$ cat src/rtl/vend_credit_fsm.sv
// Vending controller: accumulates nickel/dime/quarter credit, vends one of N_PROD
// products at a fixed price and pays change back one nickel at a time.
module vend_credit_fsm #(
  parameter int PRICE_UNITS = 9,
  parameter int MAX_UNITS   = 13,
  parameter int N_PROD      = 2,
  parameter int CW          = 5,
  parameter int CHANGE_GAP  = 2
) (
  input  logic              CLK,
  input  logic              rst,
  input  logic              ni,
  input  logic              di,
  input  logic              qu,
  input  logic              cancel,
  input  logic [N_PROD-1:0] sel,
  output logic [N_PROD-1:0] give,
  output logic              change,
  output logic              coin_reject,
  output logic [CW-1:0]     credit,
  output logic              busy
);

  localparam int SW = CW + 1;
  localparam int GW = (CHANGE_GAP > 2) ? $clog2(CHANGE_GAP) : 1;
  localparam logic [CW-1:0] PRICE_CW   = CW'(PRICE_UNITS);
  localparam logic [SW-1:0] MAX_SW     = SW'(MAX_UNITS);
  localparam logic [GW-1:0] GAP_RELOAD = GW'(CHANGE_GAP - 1);

  typedef enum logic [1:0] {
    ACCUM  = 2'd0,
    VEND   = 2'd1,
    CHANGE = 2'd2
  } state_t;

  state_t            state_r;
  logic [CW-1:0]     credit_r;
  logic [N_PROD-1:0] give_r;
  logic              change_r;
  logic              coin_reject_r;
  logic              busy_r;
  logic [GW-1:0]     gap_r;

  logic [2:0]        coin_val_s;
  logic              coin_s;
  logic [SW-1:0]     sum_s;
  logic              fits_s;
  logic              has_credit_s;
  logic              can_buy_s;
  logic [N_PROD-1:0] pick_s;
  logic              found_s;

  // Coin decode (highest value wins) and one-bit-wider overflow check
  always_comb begin
    coin_val_s = 3'd0;
    if (qu) begin
      coin_val_s = 3'd5;
    end else if (di) begin
      coin_val_s = 3'd2;
    end else if (ni) begin
      coin_val_s = 3'd1;
    end else begin
      coin_val_s = 3'd0;
    end
    coin_s       = (coin_val_s != 3'd0);
    sum_s        = {1'b0, credit_r} + SW'(coin_val_s);
    fits_s       = (sum_s <= MAX_SW);
    has_credit_s = (credit_r != {CW{1'b0}});
    can_buy_s    = (credit_r >= PRICE_CW);
  end

  // Lowest-index product among the requested ones
  always_comb begin
    pick_s  = {N_PROD{1'b0}};
    found_s = 1'b0;
    for (int i = 0; i < N_PROD; i++) begin
      if (sel[i] && !found_s) begin
        pick_s[i] = 1'b1;
        found_s   = 1'b1;
      end else begin
        pick_s[i] = 1'b0;
      end
    end
  end

  // Controller state machine with registered outputs
  always_ff @(posedge CLK or posedge rst) begin
    if (rst) begin
      state_r       <= ACCUM;
      credit_r      <= {CW{1'b0}};
      give_r        <= {N_PROD{1'b0}};
      change_r      <= 1'b0;
      coin_reject_r <= 1'b0;
      busy_r        <= 1'b0;
      gap_r         <= {GW{1'b0}};
    end else begin
      give_r        <= {N_PROD{1'b0}};
      change_r      <= 1'b0;
      coin_reject_r <= 1'b0;
      case (state_r)
        ACCUM: begin
          if (cancel && has_credit_s) begin
            state_r       <= CHANGE;
            busy_r        <= 1'b1;
            gap_r         <= {GW{1'b0}};
            coin_reject_r <= coin_s;
          end else if ((sel != {N_PROD{1'b0}}) && can_buy_s) begin
            give_r        <= pick_s;
            credit_r      <= credit_r - PRICE_CW;
            state_r       <= VEND;
            busy_r        <= 1'b1;
            coin_reject_r <= coin_s;
          end else if (coin_s) begin
            if (fits_s) begin
              credit_r <= sum_s[CW-1:0];
            end else begin
              coin_reject_r <= 1'b1;
            end
          end
        end
        VEND: begin
          coin_reject_r <= coin_s;
          gap_r         <= {GW{1'b0}};
          if (has_credit_s) begin
            state_r <= CHANGE;
          end else begin
            state_r <= ACCUM;
            busy_r  <= 1'b0;
          end
        end
        CHANGE: begin
          coin_reject_r <= coin_s;
          if (!has_credit_s) begin
            state_r <= ACCUM;
            busy_r  <= 1'b0;
          end else if (gap_r == {GW{1'b0}}) begin
            change_r <= 1'b1;
            credit_r <= credit_r - CW'(1);
            gap_r    <= GAP_RELOAD;
          end else begin
            gap_r <= gap_r - GW'(1);
          end
        end
        default: begin
          state_r <= ACCUM;
          busy_r  <= 1'b0;
          gap_r   <= {GW{1'b0}};
        end
      endcase
    end
  end

  assign give        = give_r;
  assign change      = change_r;
  assign coin_reject = coin_reject_r;
  assign credit      = credit_r;
  assign busy        = busy_r;

endmodule

$ cat config.mk
export PLATFORM = sky130hd
export DESIGN_NAME = vend_credit_fsm
export DESIGN_NICKNAME = d
export VERILOG_FILES = /design/src/rtl/vend_credit_fsm.sv
export SDC_FILE = /design/constraint.sdc
export NUM_CORES = 1
export LEC_CHECK = 0
export CAP_MARGIN = 20
export CORE_AREA = 2 2 49 51
export DETAILED_ROUTE_END_ITERATION = 12
export DIE_AREA = 0 0 51 53
export MAX_ROUTING_LAYER = met4
export PLACE_DENSITY = 0.85
export RECOVER_POWER = 100
export SLEW_MARGIN = 20
export SYNTH_ARGS = -nofsm -noshare
export SYNTH_HDL_FRONTEND = slang
export SYNTH_SLANG_ARGS = --single-unit
$ cat constraint.sdc
create_clock -name CLK -period 4.7 [get_ports CLK]
set_input_delay 0.47 -clock CLK [delete_from_list [all_inputs] [get_ports CLK]]
set_output_delay 0.47 -clock CLK [all_outputs]
set_load 0.01 [all_outputs]
==> Word level (Yosys, flattened, before mapping) <==
Cells that the tools add are included.
{ "totals": {"elab_cells": 74, "out_inout_bits": 10, "reg_bits": 13} }
{ "classes": {"mux": 36, "reduce_logical": 14, "addsub": 4, "magnitude_cmp": 2, "eq_ne": 11} }
{ "ops": {"columns": ["cell", "n"], "rows": [
  ["2-to-1 mux 5 bit", 6],
  ["2-to-1 mux 1 bit", 16],
  ["2-to-1 mux 2 bit", 8],
  ["inequality test 2 bit (second input constant)", 6],
  ["case mux 5 bit (2 select lines)", 1],
  ["inequality test 3 bit (second input constant)", 3],
  ["adder 5 x 3 -> 6 bit", 1],
  ["<= comparator 6 x 4 -> 1 bit (second input constant)", 1],
  ["case mux 1 bit (2 select lines)", 3],
  ["case mux 2 bit (3 select lines)", 1],
  ["AND reduction 2 bit", 3],
  ["AND reduction 6 bit", 1],
  ["greater-or-equal comparator 5 x 4 -> 1 bit (second input constant)", 1],
  ["nonzero test 5 bit", 1],
  ["subtractor 5 x 1 -> 5 bit (second input constant)", 1],
  ["subtractor 5 x 4 -> 5 bit (second input constant)", 1],
  ["nonzero test 2 bit", 2],
  ["logical AND 1 bit", 3],
  ["2-to-1 mux 3 bit", 1],
  ["nonzero test 3 bit", 1],
  ["== test 2 x 1 -> 1 bit (second input constant)", 1],
  ["== test 2 bit (second input constant)", 1],
  ["logical NOT 2 bit", 1],
  ["OR reduction 2 bit", 1],
  ["2 further kinds", 2]
]} }

==> Longest topological paths before layout <==
Gate-level depths: netlist (run 1).
{ "logic_depth": {"ltp_word": 10, "mapped_depth": 10} }

==> Least setup slack after synthesis (run 1) <==
OpenSTA, ideal clock, no wires.
{ "synth_path": {"path_type": "input to register", "startpoint": "in di", "endpoint": "reg credit_r[4], in the netlist credit[4]", "n_path_buf": 0, "setup_ps": 129, "slack_ps": 1836, "arrival_time_ps": 2735, "required_ps": 4571, "cell_stages": 10, "cell_sequence": "inv_1 > a21o_1 > ha_1 > inv_1 > fa_1 > nand2b_1 > or4_1 > a211o_1 > o211a_1 > a2111o_1"} }
{ "synth_between": {"elab_chain_len": 8} }
{ "synth_rtl": {"columns": ["element", "line_no", "source"], "rows": [
  ["start, declared", "13", "input logic di,"],
  ["2-to-1 mux 2 bit (*)", "58", "end else if (di) begin"],
  ["2-to-1 mux 3 bit (*)", "56", "if (qu) begin"],
  ["branches (longest 6 deep; another with adder 5 x 3 -> 6 bit)", null, null],
  ["end signal, assigned", "109", "credit_r <= credit_r - PRICE_CW;"],
  ["end signal, assigned", "115", "credit_r <= sum_s[CW-1:0];"],
  ["end signal, assigned", "138", "credit_r <= credit_r - CW'(1);"],
  ["end, declared", "37", "logic [CW-1:0] credit_r;"]
]} }
Every way passes the cells marked *. The select of a mux whose other input is x is not followed.
A chain may end at the register's enable or synchronous reset.

==> Worst setup path after layout (run 1) <==
{ "layout_path": {"startpoint": "in di", "endpoint": "reg credit_r[2], in the netlist credit[2]"} }
Same word-level chain as after synthesis.

==> metrics.csv, run 1 <==
metric,value,unit
endpoints failing setup,0,
"CTS clk-pin slew, worst paths",0.10,ns
Worst Skew,0.00937,ns
Pwr per Cell Area,723,mW/mm²
Root Buffer,clkbuf_4,
Max rail drop VDD,0.422,mV
Int Pwr,509,µW
first-pass GRT wire length,5000,µm
H-tree Lvls,1,
r2r startpoint,credit[0],
Placed Area,0.00138,mm²
Synth Flop Type,dfrtp_1,
drt wl/cell,16.5,µm
die footprint,0.00270,mm²
Yosys cell types,49,
Syn Area/Cell,8.87,µm²
largest net degree at the start of global routing,21,
Die W,51,µm
Detailed Route WL,2930,µm
worst-margin pin slew,1.12,ns
Antenna Nets Post-Route,0,
clk buf depth,2,
total number of vias,1161,
CP top delay family,simple AND/OR/NAND/NOR gates,
clock latency on the worst-skew pair,0.30,ns
WL met3,262,µm
register bit count reported by yosys,13,
Post-DP HPWL,2130,µm
port buffer count,17,
sum of negative setup slack,0,ns
Nets,170,
DRC viols,0,
Core Area,0.00215,mm²
final core occ,64.8,%
highest clock rate,290,MHz
Commonest cells post-synth,"13 x dfrtp_1, 11 x inv_1, 10 x ha_1, 10 x nor2_1",
max-capacitance violation count,0,
hold depth,2,
Startpoint Class,primary input,
switching portion of total power,49.4,%
asr flop ratio synth,100,%
FP Rows,17,
Reg power frac,24.3,%
initial antenna violation count,0,
Yosys top cell area share,27.2,%
worst reg2reg path depth,6,
max layer used,met4,
"Cell Area, Synth",0.00120,mm²
RePlAce Congestion,0.876,
clk sinks,13,
n_diodes,0,
Slew Limit Fails,0,
Post-synth EDFFs,0,
slew margin rel.,24.3,%
Num CTS Buffers,3,
final hold vios,0,
cell with the most instances after synthesis,dfrtp_1,
CP required,4.89,ns
FF-to-FF End,credit[2],
status,finished clean,
layout cell share with drive strength beyond 1,6.67,%
unrepaired setup endpoints after global routing,false,
Total Power,1010,µW
crit-path max cell delay,0.97,ns
combinational power share,68.1,%
Final period util,73.4,%
Synth area leaders,"dfrtp_1 27%, ha_1 10%, inv_1 3.4%",
vias in the first global route,1027,
Synth Net Count,154,
post-DR vias/cell,6.52,
Die H,53,µm
Finished Cell Area,0.00139,mm²
CP bufs+invs,3,
drt first pass iters,4,
met2 WL,1340,µm
post-synth top area cell,dfrtp_1,
hold path start,busy,
TritonCTS clock tree,done,
cells along the critical path,dlygate4sd3_1 > inv_1 > a21o_1 > ha_1 > inv_1 > fa_1 > nor4_1 > o21ai_0 > mux2_2,
WP data arrival,3.64,ns
CTS resizes,0,
I/O Pins,18,
P_sw,497,µW
fin crit period,3.45,ns
Cells after Synth,135,
CP Capture Type,register,
Initial Utilization,55.7,%
WHS Endpoint,busy,
clock power share,7.6,%
# hold bufs at CTS,0,
"most used cell, CP",inv_1,
leakage power,0.000602,µW
GRT overflow,0,
HP Class,reg -> reg,
CP max stage cell,nor4_1,
Metal-1 WL,1260,µm
Crit Path Category,in -> reg,
sequential area share after synthesis,27.2,%
number of setup buffers added after CTS,0,
First DRT Iteration DRCs,46,
worst-path fanout max,7,
Area Overhead vs Synth,16.2,%
flop-to-flop setup slack,1.65,ns
GRT Util Overall,25.8,%
yosys warns,0,
## flip-flops by register name, indices dropped and copies added, names as in the netlist
signal       count
gap_r            1
change           1
state_r          2
coin_reject      1
credit           5
give             2
busy             1
## stage by stage
| step | setup slack, ns | hold WS [ns] | std cells |
|---|---|---|---|
| 2_1_floorplan | 1.84 | 0.347 | 135 |
| 3_3_place_gp | 1.24 | 0.500 | 174 |
| 3_5_place_dp | 1.16 | 0.505 | 174 |
| 4_1_cts | 1.47 | 0.529 | 178 |
| 5_1_grt | 1.01 | 0.582 | 178 |
| 6_report | 1.25 | 0.522 | 178 |
## worst min-delay path, cell delays in order (launching register included)
cell and delay [ns]:
dfrtp_1 0.35, a21oi_1 0.04, nor2_1 0.09
## cells by family (layout without fill, tap and decap cells)
| group | count (synthesis) | in the layout | share of synthesized area, % |
|---|---|---|---|
| compound gates | 44 | 44 | 28.6 |
| xor+xnor | 2 | 2 | 1.46 |
| fa+ha+maj | 11 | 11 | 12.1 |
| buf+inv | 17 | 32 | 5.64 |
| flops | 13 | 13 | 27.2 |
| mux | 4 | 4 | 3.55 |
| simple gates | 44 | 44 | 21.4 |
## layer usage
metal | vias to the layer above | global-route usage (%)
met5 | - | -
met4 | 0 | 10.8
met3 | 8 | 5.08
met2 | 63 | 39.8
met1 | 552 | 33.3
li1 | 538 | -
## worst max path at each step
stage	from	endpoint	slack, ns	cells past startpoint
after CTS	qu	credit[4]	1.47	10
after global routing	di	credit[2]	1.01	9
after global placement	qu	credit[4]	1.24	10
final	di	credit[2]	1.25	9
after detailed placement	qu	credit[4]	1.16	10
after floorplan	di	credit[4]	1.84	10
## cell usage in the layout (no fill, tap or decap), types with 3 or more instances in the layout
| cell type | synthesis | layout |
|---|---|---|
| nor4_1 | 2 | 3 |
| ha_1 | 10 | 10 |
| o21a_1 | 4 | 4 |
| o21ai_0 | 6 | 7 |
| o31ai_1 | 3 | 3 |
| dlygate4sd3_1 | 0 | 12 |
| a21oi_1 | 5 | 5 |
| nand2b_1 | 4 | 4 |
| nand2_1 | 6 | 6 |
| nor2_1 | 10 | 10 |
| clkdlybuf4s50_1 | 0 | 5 |
| inv_1 | 11 | 11 |
| a211oi_1 | 3 | 3 |
| clkbuf_4 | 0 | 3 |
| nor3b_1 | 3 | 3 |
| a21o_1 | 3 | 3 |
| dfrtp_1 | 13 | 13 |
| nor3_1 | 5 | 5 |
## power by group through the flow
stage                     registers [µW]  clock network [µW]  logic (µW)
after floorplan                      231                   0         507
after global placement               243                   0         671
after detailed placement             246                   0         690
after CTS                            244                77.0         697
after global routing                 255                81.6         756
final                                244                76.9         685
## final cells by class
cell class | count | area [µm²]
tap | 28 | 35.0
multi-input combinational | 105 | 792
inverter | 11 | 41.3
timing repair buffer | 17 | 170
clock inverter | 1 | 5.00
fill | 177 | 757
sequential | 13 | 325
clock buffer | 3 | 22.5
Power figures use the tool's default switching activity.
==> run 2, diff against run 1 <==
- CORE_AREA: 2 2 49 51 -> 2 2 51 53
- DIE_AREA: 0 0 51 53 -> 0 0 53 55
- PLACE_DENSITY: 0.85 -> 0.8
- clock period: 4.7 -> 3.2 ns (I/O delays scaled with it)
==> metrics.csv, run 2 (synthesis gave the netlist of run 1 again) <==
metric,value,unit
unrepaired setup endpoints after global routing,false,
Die H,55,µm
Finished Cell Area,0.00146,mm²
Detailed Route WL,2890,µm
post-route insts no fill,188,
CP Capture Type,register,
clk sinks,13,
final hold vios,0,
leakage power,0.000640,µW
Slew Limit Fails,0,
worst reg2reg path depth,8,
FP Rows,18,
GRT Util Overall,23.9,%
P_sw,729,µW
Final period util,93.1,%
FF-to-FF End,credit[4],
initial antenna violation count,0,
Post-DP HPWL,2220,µm
combinational power share,69.0,%
Root Buffer,clkbuf_4,
cell total after placement,184,
WP data arrival,3.15,ns
largest net degree at the start of global routing,21,
switching portion of total power,48.4,%
Max rail drop VDD,0.625,mV
die footprint,0.00292,mm²
number of setup buffers added after CTS,0,
Int Pwr,778,µW
Nets,178,
HP Class,in -> async,
max FFs per register,5,
Crit Path Category,in -> reg,
status,finished clean,
CTS resizes,0,
H-tree Lvls,1,
Core Area,0.00236,mm²
post-DR vias/cell,6.16,
clock power share,7.3,%
First DRT Iteration DRCs,33,
I/O Pins,18,
final core occ,61.7,%
Setup crit end,credit[4],
CP required,3.37,ns
GRT overflow,0,
n_diodes,0,
worst-path fanout max,4,
slew margin rel.,39.4,%
r2r startpoint,credit[0],
Area Overhead vs Synth,21.9,%
Worst Skew,0.00357,ns
Setup crit start,qu,
drt wl/cell,15.4,µm
DRC viols,0,
TritonCTS clock tree,done,
Die W,53,µm
worst-margin pin slew,0.896,ns
Antenna Nets Post-Route,0,
endpoints failing setup,0,
Initial Utilization,50.6,%
clock latency on the worst-skew pair,0.29,ns
max-capacitance violation count,0,
clk buf depth,2,
"CTS clk-pin slew, worst paths",0.09,ns
Total Power,1510,µW
Pwr per Cell Area,1030,mW/mm²
"commonest cells after routing, fill and taps aside","13 x dfrtp_1, 11 x inv_1, 11 x dlygate4sd3_1, 10 x nor2_1, 10 x ha_1",
Reg power frac,23.7,%
RePlAce Congestion,0.924,
highest clock rate,336,MHz
first-pass GRT wire length,4920,µm
# hold bufs at CTS,0,
port buffer count,17,
vias in the first global route,1057,
layout cell share with drive strength beyond 1,12.0,%
drt first pass iters,4,
flop-to-flop setup slack,0.29,ns
fin crit period,2.98,ns
"commonest non-fill, non-tap cell in the layout",dfrtp_1,
Startpoint Class,primary input,
total number of vias,1159,
sum of negative setup slack,0,ns
Num CTS Buffers,3,
Placed Area,0.00144,mm²
## run 2: cell count changes in the layout (fill, tap and decap cells not counted)
cell | previous run | this run
buf_4 | 0 | 7
o21ai_1 | 0 | 1
clkbuf_4 | 3 | 4
clkdlybuf4s50_1 | 5 | 6
nor4_2 | 0 | 1
o21ai_0 | 7 | 6
dlygate4sd3_1 | 12 | 11
nor4_1 | 3 | 2
## run 2: power groups by stage
stage          registers, µW  logic [µW]  clock network, µW
5_1_grt                  370        1160                120
2_1_floorplan            339         745                  0
3_5_place_dp             363        1040                  0
6_report                 357        1040                110
3_3_place_gp             356        1020                  0
4_1_cts                  358        1050                110
## run 2: final cells by class
| class | instances | area, µm² |
|---|---|---|
| fillers | 209 | 905 |
| multi-input cells | 105 | 798 |
| well taps | 30 | 37.5 |
| repair buffers | 25 | 230 |
| inverters | 11 | 41.3 |
| flip-flops and latches | 13 | 325 |
| clock buffers | 3 | 22.5 |
| clock inverters | 1 | 5.00 |
## run 2: worst min path at each step
stage,startpoint,to,cells after the start
5_1_grt,rst,give[0],2
6_report,rst,give[0],2
3_3_place_gp,busy,busy,2
2_1_floorplan,rst,busy,1
4_1_cts,rst,give[0],2
3_5_place_dp,busy,busy,2
## run 2: critical path, stage by stage
cell	delay (ns)
clkdlybuf4s50_1	0.51
a21o_1	0.10
ha_1	0.16
inv_1	0.06
fa_1	0.39
nand2b_1	0.17
or4_1	0.53
a211o_1	0.31
o211a_1	0.22
a2111o_1	0.37
## run 2: stage by stage
step                      hold WS (ns)  worst slack (ns)
final                            0.484             0.221
after global routing             0.545            0.0580
after CTS                        0.377             0.230
after detailed placement         0.505           -0.0494
after global placement           0.500            0.0148
after floorplan                  0.197             0.419
## run 2: layer usage
layer / track usage (%) / routed length (µm) / share of wire [%] / vias up
met5: - / 0 / 0 / -
met4: 7.26 / 60 / 2.1 / 0
met3: 4.57 / 213 / 7.4 / 9
met2: 37.9 / 1360 / 47 / 48
met1: 31.1 / 1260 / 44 / 546
li1: - / - / - / 556
==> run 3, diff against run 2 <==
- ABC_AREA: default -> 1
- CORE_AREA: 2 2 51 53 -> 2 2 50 52
- DIE_AREA: 0 0 53 55 -> 0 0 52 54
- PLACE_DENSITY: 0.8 -> 0.73
==> metrics.csv, run 3 <==
metric,value,unit
H-tree Lvls,1,
Pwr per Cell Area,1040,mW/mm²
max-capacitance violation count,0,
drt wl/cell,12.4,µm
post-synthesis compound-gate area fraction,5.25,%
"CTS clk-pin slew, worst paths",0.08,ns
Yosys top cell area share,28.4,%
Synth area leaders,"dfrtp_1 28%, nand2_1 19%, ha_1 11%",
port buffer count,17,
clock latency on the worst-skew pair,0.28,ns
asr flop ratio synth,100,%
FF-to-FF End,credit[3],
layout cell share with drive strength beyond 1,7.49,%
DRC viols,0,
TritonCTS clock tree,done,
largest family of logic cells by synthesized area,simple AND/OR/NAND/NOR gates,
CP Capture Type,register,
mux cell area share after synthesis,0,%
met2 WL,1380,µm
Metal-1 WL,1140,µm
# hold bufs at CTS,0,
Cells after Synth,167,
vias in the first global route,1121,
Synth Area in Simple Gates,43.7,%
Worst Skew,0.00561,ns
yosys warns,0,
Die W,52,µm
Num CTS Buffers,3,
Total Power,1400,µW
drt first pass iters,4,
CP required,3.37,ns
worst reg2reg path depth,12,
number of setup buffers added after CTS,0,
Setup crit end,credit[3],
first-pass GRT wire length,4690,µm
Synth Net Count,186,
Root Buffer,clkbuf_4,
GRT Util Overall,24.0,%
status,finished clean,
RePlAce Congestion,0.932,
n_diodes,0,
Core Area,0.00232,mm²
Synth Area in Adders,12.7,%
final core occ,57.6,%
fin crit period,2.62,ns
I/O Pins,18,
post-DR vias/cell,5.14,
final hold vios,0,
HP Class,reg -> reg,
highest clock rate,382,MHz
Antenna Nets Post-Route,0,
CP max stage cell,dlygate4sd3_1,
endpoints failing setup,0,
Crit Path Category,in -> reg,
GRT overflow,0,
post-synth top area cell,dfrtp_1,
worst-path fanout max,6,
leakage power,0.000753,µW
Syn Area/Cell,6.86,µm²
clk sinks,13,
Area Overhead vs Synth,16.7,%
r2r startpoint,credit[1],
clk buf depth,2,
initial antenna violation count,0,
"commonest cells after routing, fill and taps aside","62 x nand2_1, 26 x nand3_1, 22 x inv_1, 13 x dfrtp_1, 12 x dlygate4sd3_1",
Final period util,81.9,%
register bit count reported by yosys,13,
max FFs per register,5,
hold path start,busy,
CTS resizes,0,
sum of negative setup slack,0,ns
FP Rows,18,
unrepaired setup endpoints after global routing,false,
total number of vias,1115,
Commonest cells post-synth,"58 x nand2_1, 25 x nand3_1, 21 x inv_1, 13 x dfrtp_1, 10 x ha_1",
die footprint,0.00281,mm²
XOR/XNOR share of the synthesized area,0.765,%
sequential area share after synthesis,28.4,%
WL met3,153,µm
"commonest non-fill, non-tap cell in the layout",nand2_1,
crit-path max cell delay,0.59,ns
Yosys cell types,25,
Nets,207,
Die H,54,µm
"Cell Area, Synth",0.00114,mm²
largest net degree at the start of global routing,15,
WP data arrival,2.79,ns
Initial Utilization,49.4,%
Startpoint Class,primary input,
Detailed Route WL,2690,µm
worst-margin pin slew,0.494,ns
slew margin rel.,67.0,%
Slew Limit Fails,0,
flop-to-flop setup slack,0.94,ns
Synth Flop Type,dfrtp_1,
Max rail drop VDD,0.563,mV
Post-DP HPWL,2140,µm
max layer used,met4,
First DRT Iteration DRCs,19,
cell with the most instances after synthesis,nand2_1,
Post-synth EDFFs,0,
Setup crit start,qu,
cells along the critical path,dlygate4sd3_1 > nor2_1 > nor2_1 > ha_1 > inv_1 > fa_1 > inv_1 > nand3_1 > nand3_1 > nand2_2 > nor2_1 > nand3_2 > nand2_1 > nand2_1 > nand2_1 > nand2_1,
"most used cell, CP",nand2_1,
==> run 3: layout make-up <==
class	count	area, µm²
clock buffers	4	26.3
flip-flops and latches	13	325
well taps	30	37.5
fillers	232	983
inverters	25	93.8
multi-input cells	128	683
repair buffers	17	170
==> run 3: report_power, final <==
part	leakage, µW	switching, µW	internal [µW]
logic	0.000573	584	374
clock network	0.0000150	53.2	48.3
registers	0.000165	98.9	238
total	0.000753	736	660
==> run 3: metrics by stage <==
stage,setup slack [ns],std cells,hold slack (ns),cell area [µm²]
after floorplan,1.24,167,0.197,1140
after global placement,0.651,213,0.470,1340
after detailed placement,0.533,213,0.481,1340
after CTS,0.827,217,0.371,1370
after global routing,0.352,217,0.521,1340
final,0.580,217,0.492,1340
==> run 3: critical path, delay by kind of cell <==
kind,cells,cell delay [ns]
adders and majority gates,2,0.57
and+or+nand+nor,11,1.14
buffers and inverters,3,0.74
==> run 3: per-layer routing <==
layer	GRT usage, %	vias to the layer above
met4	6.58	0
met1	26.0	520
met3	6.39	2
met2	43.2	29
li1	-	564
met5	-	-
==> run 3: worst min path at each step <==
| stage | to | cells after the start | slack [ns] |
|---|---|---|---|
| after floorplan | busy | 1 | 0.20 |
| after global placement | busy | 2 | 0.47 |
| after detailed placement | change | 1 | 0.48 |
| after CTS | gap_r | 2 | 0.37 |
| after global routing | change | 1 | 0.52 |
| final | busy | 2 | 0.49 |
==> run 3: logic make-up (layout without fill, tap and decap cells) <==
logic type | after synthesis | count (layout)
compound gates | 9 | 9
simple gates | 107 | 107
buf+inv | 26 | 46
flops | 13 | 13
xor+xnor | 1 | 1
fa+ha+maj | 11 | 11
